===== src/rtl/bpred_resolve_pkg.sv =====
// Shared types for branch-prediction resolution: FSM states, the prediction
// queue entry, update-payload field offsets and the 2-bit counter update.
package bpred_resolve_pkg;

   localparam int QDEPTH_DEF = 8;

   typedef enum logic [1:0] {
      IDLE = 2'd0,
      UPD  = 2'd1,
      RAS  = 2'd2
   } state_t;

   // Payload layout: update carries {2'b00, new_ctr, bim_idx}; recovery carries {12'h000, ras_idx}
   localparam int META_IDX_LSB = 0;
   localparam int META_CTR_LSB = 12;
   localparam int META_RAS_LSB = 0;

   typedef struct packed {
      logic [31:0] pc;
      logic [31:0] pred_pc;
      logic        p_dir;
      logic [11:0] bim_idx;
      logic [1:0]  bim_ctr;
      logic [3:0]  ras_idx;
      logic        is_callret;
   } pq_entry_t;

   function automatic logic [1:0] sat_ctr(input logic [1:0] ctr, input logic taken);
      if (taken) return (ctr == 2'd3) ? ctr : ctr + 2'd1;
      else       return (ctr == 2'd0) ? ctr : ctr - 2'd1;
   endfunction

endpackage


===== src/rtl/bpred_pqueue.sv =====
// In-order prediction queue: one push and one pop per cycle, flush empties it
// and discards a same-cycle push.
module bpred_pqueue
   import bpred_resolve_pkg::*;
#(
   parameter int DEPTH = QDEPTH_DEF
) (
   input  logic      clk,
   input  logic      reset,
   input  logic      push,
   input  pq_entry_t wdata,
   input  logic      pop,
   input  logic      flush,
   output pq_entry_t head,
   output logic      full,
   output logic      empty,
   output logic      ovf
);

   localparam int AW = $clog2(DEPTH);

   pq_entry_t       mem [DEPTH];
   logic [AW-1:0]   wr_ptr;
   logic [AW-1:0]   rd_ptr;
   logic [AW:0]     count;
   logic            do_pop;
   logic            do_push;

   assign full    = (count == (AW+1)'(DEPTH));
   assign empty   = (count == '0);
   assign head    = mem[rd_ptr];
   assign do_pop  = pop & ~empty;
   // A pop in the same cycle frees the slot, so a full queue still accepts the push
   assign do_push = push & (~full | do_pop);

   always_ff @(posedge clk) begin
      if (do_push && !flush) mem[wr_ptr] <= wdata;
   end

   always_ff @(posedge clk or negedge reset) begin
      if (!reset) begin
         wr_ptr <= '0;
         rd_ptr <= '0;
         count  <= '0;
         ovf    <= 1'b0;
      end else if (flush) begin
         wr_ptr <= '0;
         rd_ptr <= '0;
         count  <= '0;
      end else begin
         if (push && !do_push) ovf <= 1'b1;
         if (do_push) wr_ptr <= wr_ptr + AW'(1);
         if (do_pop)  rd_ptr <= rd_ptr + AW'(1);
         case ({do_push, do_pop})
            2'b10:   count <= count + (AW+1)'(1);
            2'b01:   count <= count - (AW+1)'(1);
            default: count <= count;
         endcase
      end
   end

endmodule


===== src/rtl/bpred_resolve.sv =====
// Compares resolved branches against queued predictions, drives predictor
// updates, fetch redirects and RAS recovery.
module bpred_resolve
   import bpred_resolve_pkg::*;
#(
   parameter int QDEPTH = QDEPTH_DEF
) (
   input  logic        clk,
   input  logic        reset,
   input  logic        fq_push,
   input  logic [31:0] fq_pc,
   input  logic [31:0] fq_pred_pc,
   input  logic        fq_p_dir,
   input  logic [11:0] fq_bim_idx,
   input  logic [1:0]  fq_bim_ctr,
   input  logic [3:0]  fq_ras_idx,
   input  logic        fq_is_callret,
   output logic        fq_full,
   output logic        fq_ovf,
   input  logic        ex_valid,
   output logic        ex_ready,
   input  logic        ex_dir,
   input  logic [31:0] ex_target,
   input  logic        soin_bpredictor_stall,
   output logic        fetch_redirect,
   output logic [31:0] fetch_redirect_PC,
   output logic        execute_bpredictor_update,
   output logic [31:0] execute_bpredictor_PC4,
   output logic [31:0] execute_bpredictor_target,
   output logic        execute_bpredictor_dir,
   output logic        execute_bpredictor_miss,
   output logic        execute_bpredictor_recover_ras,
   output logic [15:0] execute_bpredictor_meta
);

   state_t      state;
   logic        rec_pend;
   logic [3:0]  ras_idx_q;
   pq_entry_t   wentry;
   pq_entry_t   head;
   logic        q_empty;
   logic        accept;
   logic [31:0] pc4;
   logic [31:0] actual;
   logic        miss;
   logic [1:0]  new_ctr;
   logic [15:0] upd_meta;
   logic [15:0] ras_meta;

   assign wentry = '{pc: fq_pc, pred_pc: fq_pred_pc, p_dir: fq_p_dir, bim_idx: fq_bim_idx,
                     bim_ctr: fq_bim_ctr, ras_idx: fq_ras_idx, is_callret: fq_is_callret};

   bpred_pqueue #(.DEPTH(QDEPTH)) u_pqueue (
      .clk   (clk),
      .reset (reset),
      .push  (fq_push),
      .wdata (wentry),
      .pop   (accept),
      .flush (accept & miss),
      .head  (head),
      .full  (fq_full),
      .empty (q_empty),
      .ovf   (fq_ovf)
   );

   assign ex_ready = ~q_empty & ~soin_bpredictor_stall &
                     ((state == IDLE) | ((state == UPD) & ~rec_pend));
   assign accept   = ex_valid & ex_ready;
   assign pc4      = head.pc + 32'd4;
   assign actual   = ex_dir ? ex_target : pc4;
   assign miss     = (actual != head.pred_pc);
   assign new_ctr  = sat_ctr(head.bim_ctr, ex_dir);
   assign upd_meta = (16'(new_ctr) << META_CTR_LSB) | (16'(head.bim_idx) << META_IDX_LSB);
   assign ras_meta = 16'(ras_idx_q) << META_RAS_LSB;

   always_ff @(posedge clk or negedge reset) begin
      if (!reset) begin
         state                          <= IDLE;
         rec_pend                       <= 1'b0;
         ras_idx_q                      <= '0;
         fetch_redirect                 <= 1'b0;
         fetch_redirect_PC              <= '0;
         execute_bpredictor_update      <= 1'b0;
         execute_bpredictor_PC4         <= '0;
         execute_bpredictor_target      <= '0;
         execute_bpredictor_dir         <= 1'b0;
         execute_bpredictor_miss        <= 1'b0;
         execute_bpredictor_recover_ras <= 1'b0;
         execute_bpredictor_meta        <= '0;
      end else begin
         // Redirect is a pulse; a stall holds everything else but never re-fires it
         fetch_redirect <= 1'b0;
         if (accept) begin
            state                          <= UPD;
            rec_pend                       <= miss & head.is_callret;
            ras_idx_q                      <= head.ras_idx;
            fetch_redirect                 <= miss;
            fetch_redirect_PC              <= actual;
            execute_bpredictor_update      <= 1'b1;
            execute_bpredictor_PC4         <= pc4;
            execute_bpredictor_target      <= ex_target;
            execute_bpredictor_dir         <= ex_dir;
            execute_bpredictor_miss        <= miss;
            execute_bpredictor_recover_ras <= 1'b0;
            execute_bpredictor_meta        <= upd_meta;
         end else if (!soin_bpredictor_stall) begin
            case (state)
               UPD: begin
                  execute_bpredictor_update <= 1'b0;
                  if (rec_pend) begin
                     state                          <= RAS;
                     rec_pend                       <= 1'b0;
                     execute_bpredictor_recover_ras <= 1'b1;
                     execute_bpredictor_meta        <= ras_meta;
                  end else begin
                     state                   <= IDLE;
                     execute_bpredictor_miss <= 1'b0;
                  end
               end
               RAS: begin
                  state                          <= IDLE;
                  execute_bpredictor_recover_ras <= 1'b0;
                  execute_bpredictor_miss        <= 1'b0;
               end
               default: ;
            endcase
         end
      end
   end

endmodule


===== config.mk =====
export PLATFORM = sky130hd
export DESIGN_NAME = bpred_resolve
export DESIGN_NICKNAME = d
export VERILOG_FILES = /design/src/rtl/bpred_resolve_pkg.sv /design/src/rtl/bpred_pqueue.sv /design/src/rtl/bpred_resolve.sv
export SDC_FILE = /design/constraint.sdc
export NUM_CORES = 1
export LEC_CHECK = 0
export ABC_CLOCK_PERIOD_IN_PS = 15000
export CORE_UTILIZATION = 51
export CTS_BUF_LIST = sky130_fd_sc_hd__clkbuf_4 sky130_fd_sc_hd__clkbuf_8 sky130_fd_sc_hd__clkbuf_16
export CTS_CLUSTER_SIZE = 20
export DETAILED_ROUTE_END_ITERATION = 10
export PLACE_DENSITY = 0.77
export SETUP_SLACK_MARGIN = 0.2
export SLEW_MARGIN = 20
export SYNTH_ARGS = -nofsm -noshare
export SYNTH_HDL_FRONTEND = slang
export SYNTH_SLANG_ARGS = --single-unit

===== constraint.sdc =====
create_clock -name clk -period 15 [get_ports clk]
set_input_delay 3 -clock clk [delete_from_list [all_inputs] [get_ports clk]]
set_output_delay 3 -clock clk [all_outputs]
set_load 0.005 [all_outputs]

==> impl_metrics.tcl <==
set metrics [dict create \
    status "finished clean" \
    p_total_w 0.00613 \
    max_slew_margin_pct 29.2 \
    syn_area_um2 32200 \
    ys_types 77 \
    n_fill_cell 4292 \
    regArea_um2 23300 \
    power_density_nw_per_um2 161 \
    via_per_inst 5.95 \
    wire_per_inst_um 26.5 \
    syn_avg_cell_area_um2 17.7 \
    finalSetupTns_ns 0 \
    synth_seq_cells 797 \
    critPathLaunch "u_pqueue.rd_ptr[0]" \
    grt_start_max_net_pins 107 \
    die_x_um 253 \
    grt_pass1_wl_mm 117 \
    synth.top_cell.area_share_pct 61.9 \
    yosysSeqAreaShare_pct 72.3 \
    crit_fanout 52 \
    cts_buffers 82 \
    post_cts_buffers 0 \
    fp.dieH_um 253 \
    cp-end-kind "register" \
    multi_input_area_um2 8450 \
    fin_skew_ns 0.0257 \
    syn_inst 1815 \
    path_clk_slew_ns 0.06 \
    antenna_found_initial 9 \
    clock_path_buffers 3 \
    worstPathArrival_ns 8.66 \
    nets 2206 \
    fp.dieArea_um2 64200 \
    firstDrtPassIters 6 \
    place_ws_ns 6.61 \
    maxSlewViolCount 0 \
    wl_mm 79.1 \
    crit_type "register to register" \
    final-hold-violation-count 0 \
    cts_hold_buf 0 \
    core-area_um2 62100 \
    fmax_ghz 0.119 \
    drive_gt1_share_pct 17.7 \
    synth_top_area_cell "edfxtp_1" \
    period_share_pct 56.1 \
    num_rows 91 \
    grt_pass1_vias 18100 \
    ctsResizeCount 0 \
    h-tree-depth 3 \
    ios 242 \
    drc_errors 0 \
    dpl-instance-area_um2 35500 \
    drv_cap 0 \
    synth_edf_count 664 \
    hold_class "register to register" \
    dpl.hpwl_mm 48.3 \
    peakVddDrop_uv 119 \
    cts.sink_count 797 \
    finalCriticalPeriod_ns 8.41 \
    clock_latency_ns 0.65 \
    area_growth_pct 18.6 \
    finish.utilization_pct 61.5 \
    yosys-top-cells-count "664 x edfxtp_1, 222 x nand2_1, 158 x mux4_2" \
    final_area_um2 38200 \
    cts_tree "yes" \
    gr-usage-all-layers_pct 25.2 \
    critPathRequiredTime_ns 15.25 \
    rsz0062_at_grt "no" \
    vias 17800 \
    overflow 0 \
    drtIter0Drc 1690 \
    min-delay-start "execute_bpredictor_target[30]" \
    yosysWarningCount 0 \
    start_util_pct 51.9 \
    gp_congestion 0.913 \
    root_buffer "clkbuf_16" \
    worst_slack_ns 6.59 \
    yosys.cell_count.top_type "edfxtp_1" \
    worst_setup_path_start_kind "register" \
    setup_viol 0 \
    async_flop_share_pct 16.7 \
    synthTopCellsByArea "edfxtp_1 62%, mux4_2 11%, dfrtp_1 10%" \
    postRouteAntennaNets 0 \
    leakage_nw 12.9 \
    synthFlopType "edfxtp_1" \
    io_buffers 238 \
    worst_pin_slew_ns 1.06 \
    reg2reg_from "u_pqueue.rd_ptr[0]" \
]
-- cell usage in the layout, fill, tap and decap left out, drive strengths merged, types with 9 or more instances in the layout --
cell type | synthesis | routed
xnor2 | 34 | 34
inv | 15 | 19
nand2 | 222 | 222
clkbuf | 43 | 112
mux2i | 98 | 98
xor2 | 32 | 32
nor4 | 17 | 17
nor3 | 16 | 16
clkinv | 0 | 34
a21oi | 23 | 23
a31oi | 14 | 14
nor4b | 9 | 9
clkdlybuf4s50 | 0 | 236
mux2 | 11 | 11
buf | 53 | 38
nor2 | 61 | 61
dfrtp | 133 | 133
a211oi | 10 | 10
mux4 | 160 | 160
o21ai | 57 | 57
edfxtp | 664 | 664
-- kinds of logic after synthesis --
family | synth area share, %
AOI/OAI and AO/OA | 3.46
xor gates and xnor gates | 1.82
adders and majority gates | 0.319
buffers and inverters | 1.72
DFF | 72.3
muxes | 14.7
other | 0.0116
and+or+nand+nor | 5.77
-- power breakdown --
part / internal [W] / switching (W) / total, W
clock: 0.00113 / 0.000844 / 0.00198
sequential: 0.00281 / 0.000164 / 0.00297
combinational: 0.000535 / 0.000645 / 0.00118
-- through the flow --
stage	instances	hold WS, ns
floorplan	1816	0.466
finish	2990	0.473
detailed placement	2831	0.463
global placement	2831	0.455
global route	2987	0.497
CTS	2985	0.477
-- cell type report --
cell class | count | area share, %
diodes | 5 | 0.0328
clock inverters | 42 | 0.911
flip-flops and latches | 797 | 61.0
multi-input cells | 908 | 22.1
repair buffers | 274 | 6.97
well taps | 837 | 2.74
clock buffers | 112 | 6.10
inverters | 15 | 0.147
-- final timing paths --
check                                           endpoint  slack [ns]  cells past startpoint
max in group asynchronous             u_pqueue.rd_ptr[2]       11.06                      2
setup / recovery                     u_pqueue.mem[4][57]        6.59                     16
hold / removal             execute_bpredictor_target[30]        0.47                      2
hold reg to reg            execute_bpredictor_target[30]        0.47                      2
min in group asynchronous    execute_bpredictor_meta[10]        2.38                      1
setup reg to reg                     u_pqueue.mem[4][57]        6.59                     16
-- registers in the layout, indices dropped and copies added, names as in the netlist, 2 cells and up --
register	count
u_pqueue.wr_ptr	3
state	2
fetch_redirect_PC	32
execute_bpredictor_PC4	32
u_pqueue.mem	664
ras_idx_q	4
u_pqueue.count	4
u_pqueue.rd_ptr	3
execute_bpredictor_meta	14
execute_bpredictor_target	32
-- layer usage --
layer	up-vias	track usage, %	part of all wire [%]	wire length [µm]
met5	-	0	0.091	72
met4	10	8.17	2.6	2070
met3	138	5.46	8.5	6720
met2	821	41.0	49	38500
met1	9153	34.1	40	31800
li1	7665	-	-	-
-- critical path, cell delays in order, from the launching register on --
cell and delay, ns:
dfrtp_4 0.87, buf_4 0.68, mux4_2 0.34, mux2_2 0.25
ha_1 0.18, inv_1 0.06, nand4bb_1 0.56, nor4_4 1.02
a31oi_1 0.21, o31ai_1 0.65, xor2_1 0.20, or4_4 0.53
nor4_4 0.30, a21oi_2 0.30, nor4_4 0.32, buf_4 0.55
buf_4 0.87
No activity file was read; power rests on OpenSTA's default activity.
